File: src/rtl/mdu_issue_ctrl_pkg.sv
// Shared MDU op encodings, latency defaults and sequencer state codes.
// Helper predicates classify raw op codes, including out-of-range values.
package mdu_issue_ctrl_pkg;

  localparam int OP_W        = 5;
  localparam int MUL_LAT_DEF = 5;
  localparam int DIV_LAT_DEF = 10;

  typedef enum logic [OP_W-1:0] {
    MDU_NONE  = 5'd0,
    MDU_MULT  = 5'd1,
    MDU_MULTU = 5'd2,
    MDU_DIV   = 5'd3,
    MDU_DIVU  = 5'd4,
    MDU_MFHI  = 5'd5,
    MDU_MFLO  = 5'd6,
    MDU_MTHI  = 5'd7,
    MDU_MTLO  = 5'd8
  } mdu_op_e;

  typedef enum logic {
    S_IDLE = 1'b0,
    S_RUN  = 1'b1
  } mdu_state_e;

  function automatic logic is_legal(input int unsigned op);
    return op <= 32'(MDU_MTLO);
  endfunction

  function automatic logic is_long(input int unsigned op);
    return (op >= 32'(MDU_MULT)) && (op <= 32'(MDU_DIVU));
  endfunction

  function automatic logic is_div(input int unsigned op);
    return (op == 32'(MDU_DIV)) || (op == 32'(MDU_DIVU));
  endfunction

endpackage

File: src/rtl/mdu_issue_ctrl_lat.sv
// Loadable latency down-counter for the MDU sequencer.
// Flags the final count so commit can be decoded from registered state.
module mdu_lat_counter #(
  parameter int W = 4
) (
  input  logic         clk,
  input  logic         reset,
  input  logic         load,
  input  logic [W-1:0] load_val,
  output logic [W-1:0] cnt,
  output logic         last,
  output logic         active
);

  always_ff @(posedge clk) begin
    if (reset) begin
      cnt <= '0;
    end else if (load) begin
      cnt <= load_val;
    end else if (cnt != '0) begin
      cnt <= cnt - W'(1);
    end
  end

  assign last   = (cnt == W'(1));
  assign active = (cnt != '0);

endmodule

File: src/rtl/mdu_issue_ctrl.sv
// E-stage MDU issue sequencer: gates issue on flush, tracks
// mult/div latency, raises D stall and counts MDU stall cycles.
module mdu_issue_ctrl
  import mdu_issue_ctrl_pkg::*;
#(
  parameter int TYPE_W  = 5,
  parameter int MUL_LAT = MUL_LAT_DEF,
  parameter int DIV_LAT = DIV_LAT_DEF,
  parameter int CNT_W   = 32
) (
  input  logic              clk,
  input  logic              reset,
  input  logic [TYPE_W-1:0] E_MDUType,
  input  logic              E_valid,
  input  logic              req,
  input  logic              D_useMDU,
  output logic [TYPE_W-1:0] issue_type,
  output logic              start,
  output logic              busy,
  output logic              hilo_commit,
  output logic              D_stall,
  output logic [CNT_W-1:0]  stall_cnt
);

  localparam int LW = $clog2(DIV_LAT + 1);

  mdu_state_e  state;
  mdu_state_e  state_nxt;
  logic        issue_ok;
  logic        legal;
  logic        long_op;
  logic        div_op;
  logic [LW-1:0] cnt;
  logic [LW-1:0] load_val;
  logic        last;
  logic        active;

  assign legal    = is_legal(32'(E_MDUType));
  assign long_op  = is_long(32'(E_MDUType));
  assign div_op   = is_div(32'(E_MDUType));
  assign issue_ok = E_valid & ~req & (state == S_IDLE);

  assign issue_type = (issue_ok && legal) ? E_MDUType : '0;
  assign start      = issue_ok & long_op;
  assign load_val   = div_op ? LW'(DIV_LAT) : LW'(MUL_LAT);

  mdu_lat_counter #(
    .W (LW)
  ) u_lat (
    .clk      (clk),
    .reset    (reset),
    .load     (start),
    .load_val (load_val),
    .cnt      (cnt),
    .last     (last),
    .active   (active)
  );

  always_ff @(posedge clk) begin
    if (reset) begin
      state <= S_IDLE;
    end else begin
      state <= state_nxt;
    end
  end

  // A RUN state with an empty counter is recovered to IDLE
  always_comb begin
    state_nxt   = state;
    busy        = 1'b0;
    hilo_commit = 1'b0;
    case (state)
      S_IDLE: begin
        if (start) state_nxt = S_RUN;
      end
      S_RUN: begin
        busy        = 1'b1;
        hilo_commit = last;
        if (last || !active) state_nxt = S_IDLE;
      end
      default: state_nxt = S_IDLE;
    endcase
  end

  assign D_stall = D_useMDU & (start | busy);

  always_ff @(posedge clk) begin
    if (reset) begin
      stall_cnt <= '0;
    end else if (D_stall) begin
      stall_cnt <= stall_cnt + CNT_W'(1);
    end
  end

  logic unused_cnt;
  assign unused_cnt = ^cnt;

endmodule

File: config.mk
export PLATFORM = sky130hd
export DESIGN_NAME = mdu_issue_ctrl
export DESIGN_NICKNAME = d
export VERILOG_FILES = /design/src/rtl/mdu_issue_ctrl_pkg.sv /design/src/rtl/mdu_issue_ctrl_lat.sv /design/src/rtl/mdu_issue_ctrl.sv
export SDC_FILE = /design/constraint.sdc
export NUM_CORES = 1
export LEC_CHECK = 0
export CORE_MARGIN = 2
export CORE_UTILIZATION = 45
export DETAILED_ROUTE_END_ITERATION = 8
export PLACE_DENSITY = 0.75
export REMOVE_ABC_BUFFERS = 1
export SLEW_MARGIN = 20
export SYNTH_ARGS = -nofsm -noshare
export SYNTH_HDL_FRONTEND = slang
export SYNTH_SLANG_ARGS = --single-unit
File: constraint.sdc
create_clock -name clk -period 4.7 [get_ports clk]
set_clock_uncertainty 0.2 [all_clocks]
set_input_delay 0.94 -clock clk [delete_from_list [all_inputs] [get_ports clk]]
set_output_delay 0.94 -clock clk [all_outputs]
set_load 0.02 [all_outputs]
# Yosys cells after proc, flatten, opt, wreduce, memory -nomap -nowiden
# Cells that the tools add are included.
totals:
  ff_bits: 37
  in_bits: 10
  output_inout_bits: 41
  wordCells: 34
op_classes:
  mux: 9
  n_bitwise: 7
  n_eq_ne: 3
  n_addsub: 2
  n_lt_le_gt_ge: 3
  n_reduce_logical: 7
ops:
  columns: ["op", "count"]
  rows:
  - ["adder 32 x 1 -> 32 bit (second input constant)", 1]
  - ["2-to-1 mux 4 bit", 3]
  - ["== test 5 x 2 -> 1 bit (second input constant)", 1]
  - ["== test 5 x 3 -> 1 bit (second input constant)", 1]
  - ["greater-or-equal comparator 5 x 1 -> 1 bit (second input constant)", 1]
  - ["less-or-equal comparator 5 x 3 -> 1 bit (second input constant)", 1]
  - ["less-or-equal comparator 5 x 4 -> 1 bit (second input constant)", 1]
  - ["2-to-1 mux 5 bit", 1]
  - ["bitwise AND 1 bit", 4]
  - ["== test 4 x 1 -> 1 bit (second input constant)", 1]
  - ["2-to-1 mux 1 bit", 4]
  - ["nonzero test 4 bit", 1]
  - ["subtractor 4 x 1 -> 4 bit (second input constant)", 1]
  - ["logical AND 1 bit", 2]
  - ["logical OR 1 bit", 2]
  - ["inverter 1 bit", 2]
  - ["one-hot mux 1 bit (2 select lines)", 1]
  - ["nonzero test 2 bit", 1]
  - ["zero test 1 bit", 1]
  - ["OR 1 bit", 1]

# Logic depth before layout (Yosys ltp)
logic_depth:
  ltp_word: 6
  depth_mapped: 7
  depth_no_buf: 7

# Hierarchy
# A second synthesis with hierarchy kept.
unflattened:
  cells_unflattened: 237
  area_unflattened_um2: 1984.4
modules_own_cells:
  columns: ["module", "seq_area_each_um2", "instances", "cells_per_inst", "area_each_um2"]
  rows:
  - ["mdu_issue_ctrl", 660.6, 1, 209, 1734.2]
  - ["mdu_lat_counter", 80.1, 1, 28, 250.2]

# Least setup slack after synthesis
# OpenSTA, ideal clock, no wires.
synth_path:
  kind: "input to output"
  start: "input port req"
  end: "output port start"
  n_path_buf: 0
  path_stages: 4
  path_slack_ns: 1.765
  required_time_ns: 3.560
  t_arrival_ns: 1.795
  path_cell_list: "nor4b_4 > and2b_1 > nand3_1 > inv_2"
synth_via:
  elab_chain_len: 4
synth_rtl:
  columns: ["item", "line_no", "source"]
  rows:
  - ["start: declaration", "mdu_issue_ctrl.sv:15", "input logic req,"]
  - ["inverter 1 bit", "mdu_issue_ctrl.sv:41", "assign issue_ok = E_valid & ~req & (state == S_IDLE);"]
  - ["bitwise AND 1 bit (2 in series)", "mdu_issue_ctrl.sv:41", null]
  - ["bitwise AND 1 bit", "mdu_issue_ctrl.sv:44", "assign start = issue_ok & long_op;"]
  - ["end: declaration", "mdu_issue_ctrl.sv:18", "output logic start,"]
# No other way between the ends.

# Worst setup path in the final report
# Ends and elaborated chain as after synthesis.

==> qor.txt <==
Die height = 69.7 µm
Maximum count of clock buffers along a single path = 2
Initial DRC Count = 55
Overall power of the completed layout = 712 µW
Count leader, synth = dfxtp_1
Power density over the cells = 279 nW/µm²
Slew @ Worst Pin = 802 ps
Clock period minus final worst setup slack = 4130 ps
TritonCTS clock tree = built
Clock buffer count from CTS = 5
Gate count of the mapped netlist = 231
DPL Wire Length = 3.33 mm
Crit path kind = input port to primary output
Number of instances resized during post-cts repair = 0
Number of buffer and inverter stages on the critical path = 3
Leakage power of the design = 0.790 nW
Leading post-synthesis cells by instance count = 37 x dfxtp_1, 31 x nor2_1, 18 x nand2_1
Post-route ant nets = 0
Number of remaining DRC errors = 0
Area share of the largest cell type after synthesis = 0.381
Critical path origin = req
Initial core utilization = 0.476
Unrepaired setup endpoints after global routing = no
Via count of the first global-routing pass = 1675
Count of cell types in the netlist = 44
Count of flip-flops with a built-in enable after synthesis = 0
Area of the placeable core = 4090 µm²
Outcome = finished, final reports clean
Global-route wire length before repair = 7.55 mm
Initial antenna violation count = 0
Crit path max-delay family = buffers and inverters
Final hold viol count = 0
Residual overflow from global routing = 0
DRT Pass-1 Iters = 4
Total of warnings raised by yosys = 0
Site row count = 23
Critical path, cell by cell = clkdlybuf4s50_1 -> nor4b_4 -> and2b_1 -> nand3_1 -> inv_2 -> clkdlybuf4s50_1
Ratio of final minimum period to clock period = 0.878
Core occupancy in the finished layout = 0.624
Deepest level of the CTS H-tree = 2
Start point of the worst min-delay path = stall_cnt[19]
Wire per inst = 13.5 µm
F_max = 242 MHz
Netlist Area Pre-Place = 1940 µm²
All-layer global routing usage = 0.190
Final Slew Violations = 0
Most area-consuming cells after synthesis = dfxtp_1 38%, xnor2_1 6.8%, nor2_1 6.0%
Placer's final routability congestion estimate = 0.805
Die W = 69.7 µm
Critical path's largest stage delay = 610 ps
Clk sink count = 37
Final worst setup slack = 573 ps
I/O pin cnt = 51
Total inserted antenna cells = 0
Portion of the post-synthesis area used by sequential elements = 0.381
Area growth syn-to-layout = 31.2%
DR vias/cell = 5.51
Root buffer selected by CTS = clkbuf_8
Largest driver fanout on the critical path = 5
Ratio of cells with drive above 1 in the final layout = 0.0605
Clock insertion delay at the later pin of the skew report = 290 ps
Slowest cell on the critical path = clkdlybuf4s50_1
Final instance area = 2550 µm²
Share of synthesized flip-flops with an asynchronous set or reset = 0
Most used cell along the critical path = clkdlybuf4s50_1
CP Capture Type = primary output
Post-synthesis area per instance = 8.41 µm²
Critical path data arrival time = 2990 ps
Number of buffers inserted by port buffering = 49
Final setup viols = 0
Hold Crit Class = flip-flop to flip-flop
Required time at the worst-slack endpoint = 3560 ps
Die Area = 4860 µm²
Max Cap Violations = 0
Dominant register cell in the synthesized netlist = dfxtp_1
Setup TNS after final layout = 0 ps
Net total in the final layout = 294
Largest net degree at the start of global routing = 23
Non-filler instance count after layout = 331
Hold buffers post-CTS = 0
Post-CTS clock slew at the launch and capture registers of the worst setup and hold paths = 70 ps
R2r startpoint = state
Startpoint class of the critical path = input port
Slew Limit Headroom = 0.464
Drt total wl = 4.47 mm
Placed cell count = 323
Worst hold slack across all endpoints = 296 ps
Cell type with the highest aggregate area in the netlist = dfxtp_1
Overall via count from detail_route = 1824
Maximum resistive drop on vdd = 0.178 mV
Number of flip-flops and latches in the synthesized netlist = 37
Worst setup slack after placement = 573 ps
Area after detailed placement = 2460 µm²
Number of buffers inserted by post-CTS setup repair = 0
==> layout by cell type, fill, tap and decap left out, types with 2 or more instances in the layout <==
cell	count
and4_1	3
nand4_1	9
clkinv_2	2
or4_1	3
nor4_1	6
clkbuf_8	5
dfxtp_1	37
nor2_1	31
nor4b_1	3
nand2_1	18
or3_1	7
ha_1	4
clkdlybuf4s50_1	49
and2_1	6
xnor2_1	15
o31ai_1	3
or4b_1	2
inv_1	6
nor2b_1	2
o21ai_0	7
a211oi_1	2
o41ai_1	2
a21oi_1	14
nand3_1	11
xor2_1	8
nor3_1	7
==> worst min-delay path, cell delays in order (launching register included) <==
cell,delay [ps]
dfxtp_1,330
o31ai_1,70
a21oi_1,50
==> report_power, final <==
part | switching [mW] | internal [mW]
sequential | 0.0160 | 0.331
clock | 0.117 | 0.102
combinational | 0.0767 | 0.0697
==> path summary, 6_finish.rpt <==
kind	endpoint	depth (start not counted)	slack (ps)
worst min-delay path	stall_cnt[19]	2	300
worst max-delay path	start	6	570
worst max register to register	stall_cnt[31]	6	2110
worst min register to register	stall_cnt[19]	2	300
==> registers in the layout, summed over array words and instances (netlist names) <==
register and count:
stall_cnt 32, state 1, u_lat.cnt 4
==> routing by layer <==
metal  part of all wire  track usage  up-vias
met5                  0            0        -
met4              0.016       0.0662        0
met3              0.055       0.0465        9
met2               0.46        0.315       50
met1               0.47        0.241      848
li1                   -            -      917
==> kinds of logic (layout without fill, tap and decap cells) <==
kind of cell	count (synthesis)	count (layout)	synth area share
AOI/OAI and AO/OA	32	32	0.108
xor gates and xnor gates	23	23	0.104
adders and majority gates	4	4	0.0258
buffers and inverters	16	66	0.0380
DFF	37	37	0.381
muxes	1	1	0.00579
other	1	1	0.00193
and+or+nand+nor	117	117	0.336
==> area by class of cell <==
| class | instances | area, µm² |
|---|---|---|
| inverter | 8 | 32.5 |
| clock buffer | 5 | 68.8 |
| clock inverter | 3 | 17.5 |
| sequential | 37 | 741 |
| multi-input combinational | 178 | 1130 |
| tap | 50 | 62.6 |
| fill | 355 | 1540 |
| timing repair buffer | 50 | 498 |
Note: power is estimated with default switching activity, not from simulation.
